[src/rtl/pc_fetch_sequencer.sv]
// PC / instruction-fetch sequencer: holds the fetch PC, drives the imem
// handshake, applies stalls and EX redirects, and emits the IF/ID flush.
// Optional macro PC_MISALIGN_CHECK_EN: a misaligned redirect target
// raises sticky misalign_err and parks the sequencer in HALT.
// Ports: clk, reset_n (async, active-low); stall, redirect_valid,
// redirect_target from hazard/EX; imem_req, imem_addr, imem_ready to
// instruction memory; pc_out, pc_valid, flush to IF/ID; misalign_err.
module pc_fetch_sequencer #(
    parameter int unsigned      XLEN     = 64,
    parameter logic [XLEN-1:0]  RESET_PC = '0
) (
    input  logic            clk,
    input  logic            reset_n,
    input  logic            stall,
    input  logic            redirect_valid,
    input  logic [XLEN-1:0] redirect_target,
    output logic            imem_req,
    output logic [XLEN-1:0] imem_addr,
    input  logic            imem_ready,
    output logic [XLEN-1:0] pc_out,
    output logic            pc_valid,
    output logic            flush,
    output logic            misalign_err
);

    typedef enum logic [1:0] {
        BOOT  = 2'd0,
        FETCH = 2'd1,
        HALT  = 2'd2
    } state_e;

    localparam logic [XLEN-1:0] ALIGN_MASK = ~XLEN'(3);
    localparam logic [XLEN-1:0] PC_STEP    = XLEN'(4);

    state_e          state_q, state_d;
    logic [XLEN-1:0] pc_q, pc_d;
    logic [XLEN-1:0] pc_out_q, pc_out_d;
    logic            valid_q, valid_d;
    logic            flush_q, flush_d;
    logic            err_q, err_d;
    logic            accept;

    // Fetch is suppressed whenever the PC is about to change or hold.
    assign imem_req  = (state_q == FETCH) && !stall && !redirect_valid;
    assign imem_addr = pc_q;
    assign accept    = imem_req && imem_ready;

    always_comb begin
        state_d  = state_q;
        pc_d     = pc_q;
        pc_out_d = pc_out_q;
        valid_d  = 1'b0;
        flush_d  = 1'b0;
        err_d    = err_q;
        case (state_q)
            BOOT: begin
                state_d = FETCH;
            end
            FETCH: begin
                if (redirect_valid) begin
                    flush_d = 1'b1;
`ifdef PC_MISALIGN_CHECK_EN
                    if (redirect_target[1:0] != 2'b00) begin
                        err_d   = 1'b1;
                        state_d = HALT;
                    end else begin
                        pc_d = redirect_target;
                    end
`else
                    // Low bits dropped: targets are always word aligned.
                    pc_d = redirect_target & ALIGN_MASK;
`endif
                end else if (accept) begin
                    pc_out_d = pc_q;
                    valid_d  = 1'b1;
                    pc_d     = pc_q + PC_STEP;
                end
            end
            default: begin
                // HALT: frozen until reset.
                state_d = state_q;
            end
        endcase
    end

    always_ff @(posedge clk or negedge reset_n) begin
        if (!reset_n) begin
            state_q  <= BOOT;
            pc_q     <= RESET_PC;
            pc_out_q <= RESET_PC;
            valid_q  <= 1'b0;
            flush_q  <= 1'b0;
            err_q    <= 1'b0;
        end else begin
            state_q  <= state_d;
            pc_q     <= pc_d;
            pc_out_q <= pc_out_d;
            valid_q  <= valid_d;
            flush_q  <= flush_d;
            err_q    <= err_d;
        end
    end

    assign pc_out   = pc_out_q;
    assign pc_valid = valid_q;
    assign flush    = flush_q;

`ifdef PC_MISALIGN_CHECK_EN
    assign misalign_err = err_q;
`else
    logic unused_err;
    assign unused_err   = err_q;
    assign misalign_err = 1'b0;
`endif

endmodule

[config.mk]
export PLATFORM = sky130hd
export DESIGN_NAME = pc_fetch_sequencer
export DESIGN_NICKNAME = d
export VERILOG_FILES = /design/src/rtl/pc_fetch_sequencer.sv
export SDC_FILE = /design/constraint.sdc
export NUM_CORES = 1
export LEC_CHECK = 0
export BUFFER_PORTS_ARGS = -buffer_cell sky130_fd_sc_hd__buf_2
export CAP_MARGIN = 20
export CELL_PAD_IN_SITES_DETAIL_PLACEMENT = 1
export CELL_PAD_IN_SITES_GLOBAL_PLACEMENT = 1
export CORE_ASPECT_RATIO = 2
export CORE_MARGIN = 1.5
export CORE_UTILIZATION = 42
export CTS_BUF_LIST = sky130_fd_sc_hd__clkbuf_4 sky130_fd_sc_hd__clkbuf_8 sky130_fd_sc_hd__clkbuf_16
export DETAILED_ROUTE_END_ITERATION = 7
export PLACE_DENSITY = 0.91
export SETUP_SLACK_MARGIN = 0.3
export SLEW_MARGIN = 20
export SYNTH_ARGS = -nofsm -noshare
export SYNTH_HDL_FRONTEND = slang
export SYNTH_SLANG_ARGS = --single-unit
[constraint.sdc]
create_clock -name clk -period 4.1 [get_ports clk]
set_input_delay 0.205 -clock clk [delete_from_list [all_inputs] [get_ports clk]]
set_output_delay 0.205 -clock clk [all_outputs]
set_load 0.03 [all_outputs]
==> impl_metrics.env, run 1 <==
export IMPL_run_status="complete, no violations"
export IMPL_start_kind="register"
export IMPL_cts_max_level=4
export IMPL_place_congestion=0.897
export IMPL_multi_input_area_sq_um=3480
export IMPL_fmax_mhz=350
export IMPL_min_period_ns=2.86
export IMPL_cap_viol_max_count=0
export IMPL_hold_viol=0
export IMPL_num_vias=7098
export IMPL_slew_viol_final=0
export IMPL_hold_slack_ns=0.0393
export IMPL_final_cell_area_sq_um=8650
export IMPL_intPower_mw=3.05
export IMPL_wirelength_um=25900
export IMPL_cts_tree="done"
export IMPL_setup_viol=0
export IMPL_fillers=1921
export IMPL_seq_power_share=0.376
export IMPL_min_period_over_period=0.697
export IMPL_grt_start_max_net_pins=99
export IMPL_rsz0062_at_grt="false"
export IMPL_grt_pass1_vias=7389
export IMPL_worstPathMaxFanout=20
export IMPL_ys_warn_count=0
export IMPL_peakVddDrop_mv=0.297
export IMPL_num_rows=66
export IMPL_worstSetupPathType="register to register"
export IMPL_yosys_register_bits=127
export IMPL_ys_seq_area_frac=0.456
export IMPL_p_clk_frac=0.323
export IMPL_clock_skew_final_ns=0.00982
export IMPL_power_density_nw_per_um2=576
export IMPL_dp_hpwl_um=17800
export IMPL_cp_data_required_time_ns=4.39
export IMPL_seqCellArea_sq_um=3180
export IMPL_drt_first_pass_iters=5
export IMPL_antenna_found_initial=6
export IMPL_relSlewSlack=0.342
export IMPL_drive_gt1_frac=0.343
export IMPL_port_buffers=193
export IMPL_path_clk_slew_ns=0.06
export IMPL_clockBufferDepth=2
export IMPL_net_switching_power_mw=1.93
export IMPL_insertion_delay_ns=0.42
export IMPL_gr_total_overflow=0
export IMPL_track_usage=0.301
export IMPL_clockRootBuffer="clkbuf_16"
export IMPL_syn_instance_count=730
export IMPL_ant_nets=0
export IMPL_synth_ff_type="dfrtp_1"
export IMPL_synth_async_reset_ratio=1.00
export IMPL_arrival_ns=3.15
export IMPL_start_util=0.428
export IMPL_leakagePower_nw=3.64
export IMPL_die_w_um=94.1
export IMPL_power_frac_comb=0.301
export IMPL_worstMarginPinSlew_ns=0.983
export IMPL_fp_dieArea_sq_um=17400
export IMPL_cts_setup_buffers=0
export IMPL_hold_path_class="input port to register"
export IMPL_post_drt_via_cell_ratio=6.41
export IMPL_cts_sinks=127
export IMPL_swShare=0.388
export IMPL_fin_nets=954
export IMPL_grt_pass1_wl_um=39700
export IMPL_coreArea_sq_um=16300
export IMPL_drtIter0Drc=446
export IMPL_die_h_um=185
export IMPL_setup_tns_ns=0
export IMPL_area_growth_pct=24.1
export IMPL_dpl_cell_area_sq_um=8000
export IMPL_ys_types=65
export IMPL_numCtsBuffers=17
export IMPL_endpoint_kind="register"
export IMPL_synth_edff_count=0
export IMPL_ios=201
export IMPL_drc=0
export IMPL_syn_area_sq_um=6970
export IMPL_postSynthAreaPerCell_sq_um=9.54
export IMPL_wire_per_inst_um=23.4
==> cell usage in the layout (no fill, tap or decap), types with 5 or more instances in the layout <==
cell type | synthesis | routed
conb_1 | 2 | 6
or3_1 | 7 | 7
nand4_1 | 33 | 33
mux2_2 | 60 | 60
o22a_1 | 11 | 11
o2bb2ai_1 | 7 | 7
a21oi_1 | 38 | 38
nor2_1 | 38 | 38
o211ai_1 | 5 | 5
inv_1 | 11 | 11
buf_2 | 5 | 191
o22ai_1 | 11 | 11
and3_1 | 17 | 16
nand3_1 | 40 | 40
or4_1 | 9 | 9
nor4_1 | 30 | 30
nor3_1 | 24 | 24
mux2i_1 | 5 | 5
and4_1 | 8 | 8
clkbuf_16 | 0 | 17
o21a_1 | 7 | 7
nor2b_1 | 7 | 7
a211oi_1 | 7 | 7
nand2_1 | 43 | 43
o21ai_1 | 6 | 5
dfrtp_1 | 127 | 127
a32oi_1 | 5 | 5
buf_4 | 5 | 8
a31oi_1 | 12 | 12
o21ai_0 | 37 | 37
diode_2 | 0 | 6
==> logic make-up after synthesis <==
group / count (synthesis) / share of synthesized area
and+or+nand+nor: 275 / 0.218
AOI/OAI and AO/OA: 177 / 0.168
DFF: 127 / 0.456
buffers and inverters: 82 / 0.0490
muxes: 66 / 0.106
other: 2 / 0.00108
adders and majority gates: 1 / 0.00180
==> cells in the mapped netlist (3+ instances only) <==
cell / instances / share of area
mux2_2: 60 / 0.097
a22oi_1: 4 / 0.0043
o21a_1: 7 / 0.0075
a311o_1: 4 / 0.0057
or3_1: 7 / 0.0063
o22ai_1: 11 / 0.0099
mux2i_1: 5 / 0.0072
a211oi_1: 7 / 0.0075
or4_1: 9 / 0.0097
nor2b_1: 7 / 0.0063
and2_1: 3 / 0.0027
or2_2: 3 / 0.0027
o221ai_1: 3 / 0.0038
nor2_1: 38 / 0.020
nand3_1: 40 / 0.029
buf_4: 5 / 0.0054
a31oi_1: 12 / 0.011
nor4_1: 30 / 0.027
o2bb2ai_1: 7 / 0.0088
a21oi_1: 38 / 0.027
nor3_1: 24 / 0.017
and4_1: 8 / 0.010
buf_1: 6 / 0.0032
nand2_1: 43 / 0.023
buf_2: 5 / 0.0036
inv_1: 11 / 0.0059
dfrtp_1: 127 / 0.46
o22a_1: 11 / 0.014
o21ai_1: 6 / 0.0043
o211ai_1: 5 / 0.0054
and3_1: 17 / 0.015
clkbuf_1: 53 / 0.029
o21ai_0: 37 / 0.027
nand4_1: 33 / 0.030
a32oi_1: 5 / 0.0063
==> flip-flops by register name, summed over array words and instances, names as in the netlist <==
| signal | flops |
|---|---|
| imem_addr | 62 |
| pc_valid | 1 |
| flush | 1 |
| state_q | 1 |
| pc_out | 62 |
==> path summary, 6_finish.rpt <==
| kind | startpoint | endpoint | slack, ns | depth (start not counted) |
|---|---|---|---|---|
| setup / recovery | imem_addr[2] | imem_addr[49] | 1.24 | 5 |
| hold / removal | redirect_target[29] | imem_addr[29] | 0.04 | 3 |
| setup reg to reg | imem_addr[2] | imem_addr[49] | 1.24 | 5 |
| hold reg to reg | pc_out[9] | pc_out[9] | 0.50 | 1 |
| max in group asynchronous | reset_n | imem_addr[13] | 2.59 | 3 |
| min in group asynchronous | reset_n | pc_out[15] | 0.46 | 2 |
==> critical path, stage by stage, from the launching register on <==
cell and delay [ns]:
dfrtp_1 0.47, nand3_1 0.23, or4_1 0.88, nor4_1 0.75, mux2i_1 0.30, nand3_1 0.09
==> cell type report <==
cell class	count	area share
Multi-Input combinational cell	525	0.402
Sequential cell	127	0.368
Timing Repair Buffer	202	0.122
Clock buffer	22	0.0564
Tap cell	204	0.0295
Clock inverter	10	0.0155
Inverter	11	0.00477
Antenna cell	6	0.00174
==> power by group through the flow <==
stage	clock [mW]	sequential (mW)	combinational [mW]
finish	1.61	1.87	1.50
global route	1.67	1.91	1.59
CTS	1.63	1.86	1.51
detailed placement	0	1.88	1.49
global placement	0	1.86	1.45
floorplan	0	2.32	0.499
==> repair_timing <==
action | 4_1_cts | 5_1_grt
hold endpoints to repair | 97 | 0
gates resized for setup | 0 | 0
hold buffers | 1 | 0
==> layer usage <==
layer  GRT usage  wire (um)  vias to the layer above
li1            -          -                     3084
met4       0.196       1440                        0
met2       0.557      14500                      293
met5           0          0                        -
met3      0.0439       1120                       97
met1       0.305       8800                     3624
==> stage by stage <==
step | power, mW | utilization | instances | setup WS, ns
floorplan | 2.82 | - | 734 | 1.47
global placement | 3.30 | 0.492 | 1068 | 1.31
detailed placement | 3.37 | 0.492 | 1068 | 1.26
CTS | 5.00 | 0.531 | 1101 | 1.25
global route | 5.17 | 0.532 | 1107 | 1.13
finish | 4.98 | 0.532 | 1107 | 1.24
Note: power is estimated with default switching activity, not from simulation.
==> inputs of run 2 (changes only) <==
CORE_UTILIZATION = 39   (was 42)
PLACE_DENSITY = 0.86   (was 0.91)
clock period = 2.8 ns   (was 4.1 ns; I/O delays follow)
==> impl_metrics.env, run 2 (synthesized netlist as in run 1, its figures left out) <==
export IMPL_min_period_over_period=0.876
export IMPL_leakagePower_nw=3.84
export IMPL_clockRootBuffer="clkbuf_16"
export IMPL_hold_viol=0
export IMPL_grt_pass1_vias=7334
export IMPL_insertion_delay_ns=0.42
export IMPL_port_buffers=193
export IMPL_endpoint_kind="register"
export IMPL_net_switching_power_mw=2.85
export IMPL_area_growth_pct=30.0
export IMPL_path_clk_slew_ns=0.06
export IMPL_cts_sinks=127
export IMPL_drtIter0Drc=535
export IMPL_dp_cells=1105
export IMPL_hold_path_class="input port to register"
export IMPL_place_congestion=0.887
export IMPL_num_vias=7076
export IMPL_cts_tree="done"
export IMPL_wirelength_um=25000
export IMPL_power_frac_comb=0.313
export IMPL_rsz0062_at_grt="true"
export IMPL_die_w_um=97.5
export IMPL_max_stage_delay_ns=0.61
export IMPL_cp_top_family="simple AND/OR/NAND/NOR gates"
export IMPL_start_util=0.396
export IMPL_final_common_cell="buf_2"
export IMPL_peakVddDrop_mv=0.548
export IMPL_ant_nets=0
export IMPL_intPower_mw=4.52
export IMPL_layoutNonFillerInstCount=1149
export IMPL_wire_per_inst_um=21.8
export IMPL_power_mw=7.37
export IMPL_seq_power_share=0.362
export IMPL_grt_pass1_wl_um=39900
export IMPL_drt_first_pass_iters=5
export IMPL_setup_viol=0
export IMPL_worstSetupPathType="register to register"
export IMPL_drive_gt1_frac=0.378
export IMPL_die_h_um=192
export IMPL_setup_tns_ns=0
export IMPL_final_cell_area_sq_um=9050
export IMPL_run_status="complete, no violations"
export IMPL_grt_start_max_net_pins=80
export IMPL_track_usage=0.269
export IMPL_cap_viol_max_count=0
export IMPL_slew_viol_final=0
export IMPL_fp_dieArea_sq_um=18700
export IMPL_slowest_stage="or4_1"
export IMPL_power_density_nw_per_um2=814
export IMPL_drc=0
export IMPL_cts_max_level=4
export IMPL_start_kind="register"
export IMPL_p_clk_frac=0.325
export IMPL_fin_nets=993
export IMPL_numCtsBuffers=17
export IMPL_fillers=2064
export IMPL_arrival_ns=2.81
export IMPL_path_buf_inv=0
export IMPL_worstPathMaxFanout=10
export IMPL_antenna_found_initial=0
export IMPL_fmax_mhz=408
export IMPL_min_period_ns=2.45
export IMPL_ios=201
export IMPL_gr_total_overflow=0
export IMPL_worstPathCellList="nand4_1 > or4_1 > nor4_1 > mux2_1 > nor2_1"
export IMPL_post_drt_via_cell_ratio=6.16
export IMPL_clock_skew_final_ns=0.0136
export IMPL_coreArea_sq_um=17600
export IMPL_relSlewSlack=0.463
export IMPL_cp_data_required_time_ns=3.15
export IMPL_num_rows=69
export IMPL_dpl_cell_area_sq_um=8250
export IMPL_worstMarginPinSlew_ns=0.806
export IMPL_hold_slack_ns=0.0171
export IMPL_swShare=0.387
export IMPL_final_cell_mix="191 x buf_2, 122 x dfrtp_1, 60 x mux2_2"
export IMPL_clockBufferDepth=2
export IMPL_antenna_cells=0
export IMPL_dp_hpwl_um=17600
-- run 2: cell count changes in the layout (fill, tap and decap cells not counted), moves of 2 or more --
cell | before | now
diode_2 | 6 | 0
clkinv_4 | 1 | 5
dlygate4sd3_1 | 1 | 9
or4_1 | 9 | 7
clkbuf_8 | 4 | 0
nor4_1 | 30 | 23
dfrtp_1 | 127 | 122
or4_4 | 2 | 4
nor4_2 | 1 | 8
buf_4 | 8 | 37
dfrtp_2 | 0 | 5
-- run 2: area by class of cell --
class | count | area [sq um] | share of cell area
Sequential cell | 127 | 3180 | 0.352
Clock buffer | 18 | 433 | 0.0478
Multi-Input combinational cell | 525 | 3550 | 0.392
Clock inverter | 14 | 194 | 0.0214
Timing Repair Buffer | 241 | 1390 | 0.153
Tap cell | 213 | 267 | 0.0294
Inverter | 11 | 41.3 | 0.00456
-- run 2: timing repair --
item	in CTS	in global routing
hold buffers	9	0
hold endpoints to repair	86	0
buffers inserted	3	0
gates resized for setup	3	11
cloned	0	0
pin swaps	1	1
endpoints found under the setup margin	7	12
-- run 2: final timing paths --
kind / start / end / slack, ns / cells after the start
worst max-delay path: imem_addr[22] / imem_addr[54] / 0.35 / 5
min in group asynchronous: reset_n / imem_addr[6] / 0.34 / 2
worst min-delay path: redirect_target[25] / imem_addr[25] / 0.02 / 3
worst max register to register: imem_addr[22] / imem_addr[54] / 0.35 / 5
max in group asynchronous: reset_n / imem_addr[60] / 1.69 / 3
worst min register to register: pc_out[60] / pc_out[60] / 0.50 / 1
-- run 2: metrics by stage --
stage / utilization / setup slack, ns
floorplan: - / 0.331
global placement: 0.468 / 0.329
detailed placement: 0.468 / 0.168
CTS: 0.511 / 0.332
global route: 0.514 / 0.282
finish: 0.514 / 0.348
-- run 2: worst min-delay path, cell delays in order --
cell       delay (ns)
buf_2            0.08
a21oi_1          0.06
o2bb2ai_1        0.13
-- run 2: power groups by stage --
stage / logic [mW] / registers [mW] / clock network [mW]
after floorplan: 0.733 / 3.40 / 0
after global placement: 2.24 / 2.64 / 0
after detailed placement: 2.29 / 2.69 / 0
after CTS: 2.32 / 2.67 / 2.43
after global routing: 2.45 / 2.74 / 2.51
final: 2.31 / 2.67 / 2.39
-- run 2: layer usage --
layer	part of all wire	up-vias	track usage
met5	0	-	0
met4	0.028	0	0.118
met3	0.059	37	0.0462
met2	0.50	299	0.450
met1	0.41	3581	0.339
li1	-	3159	-
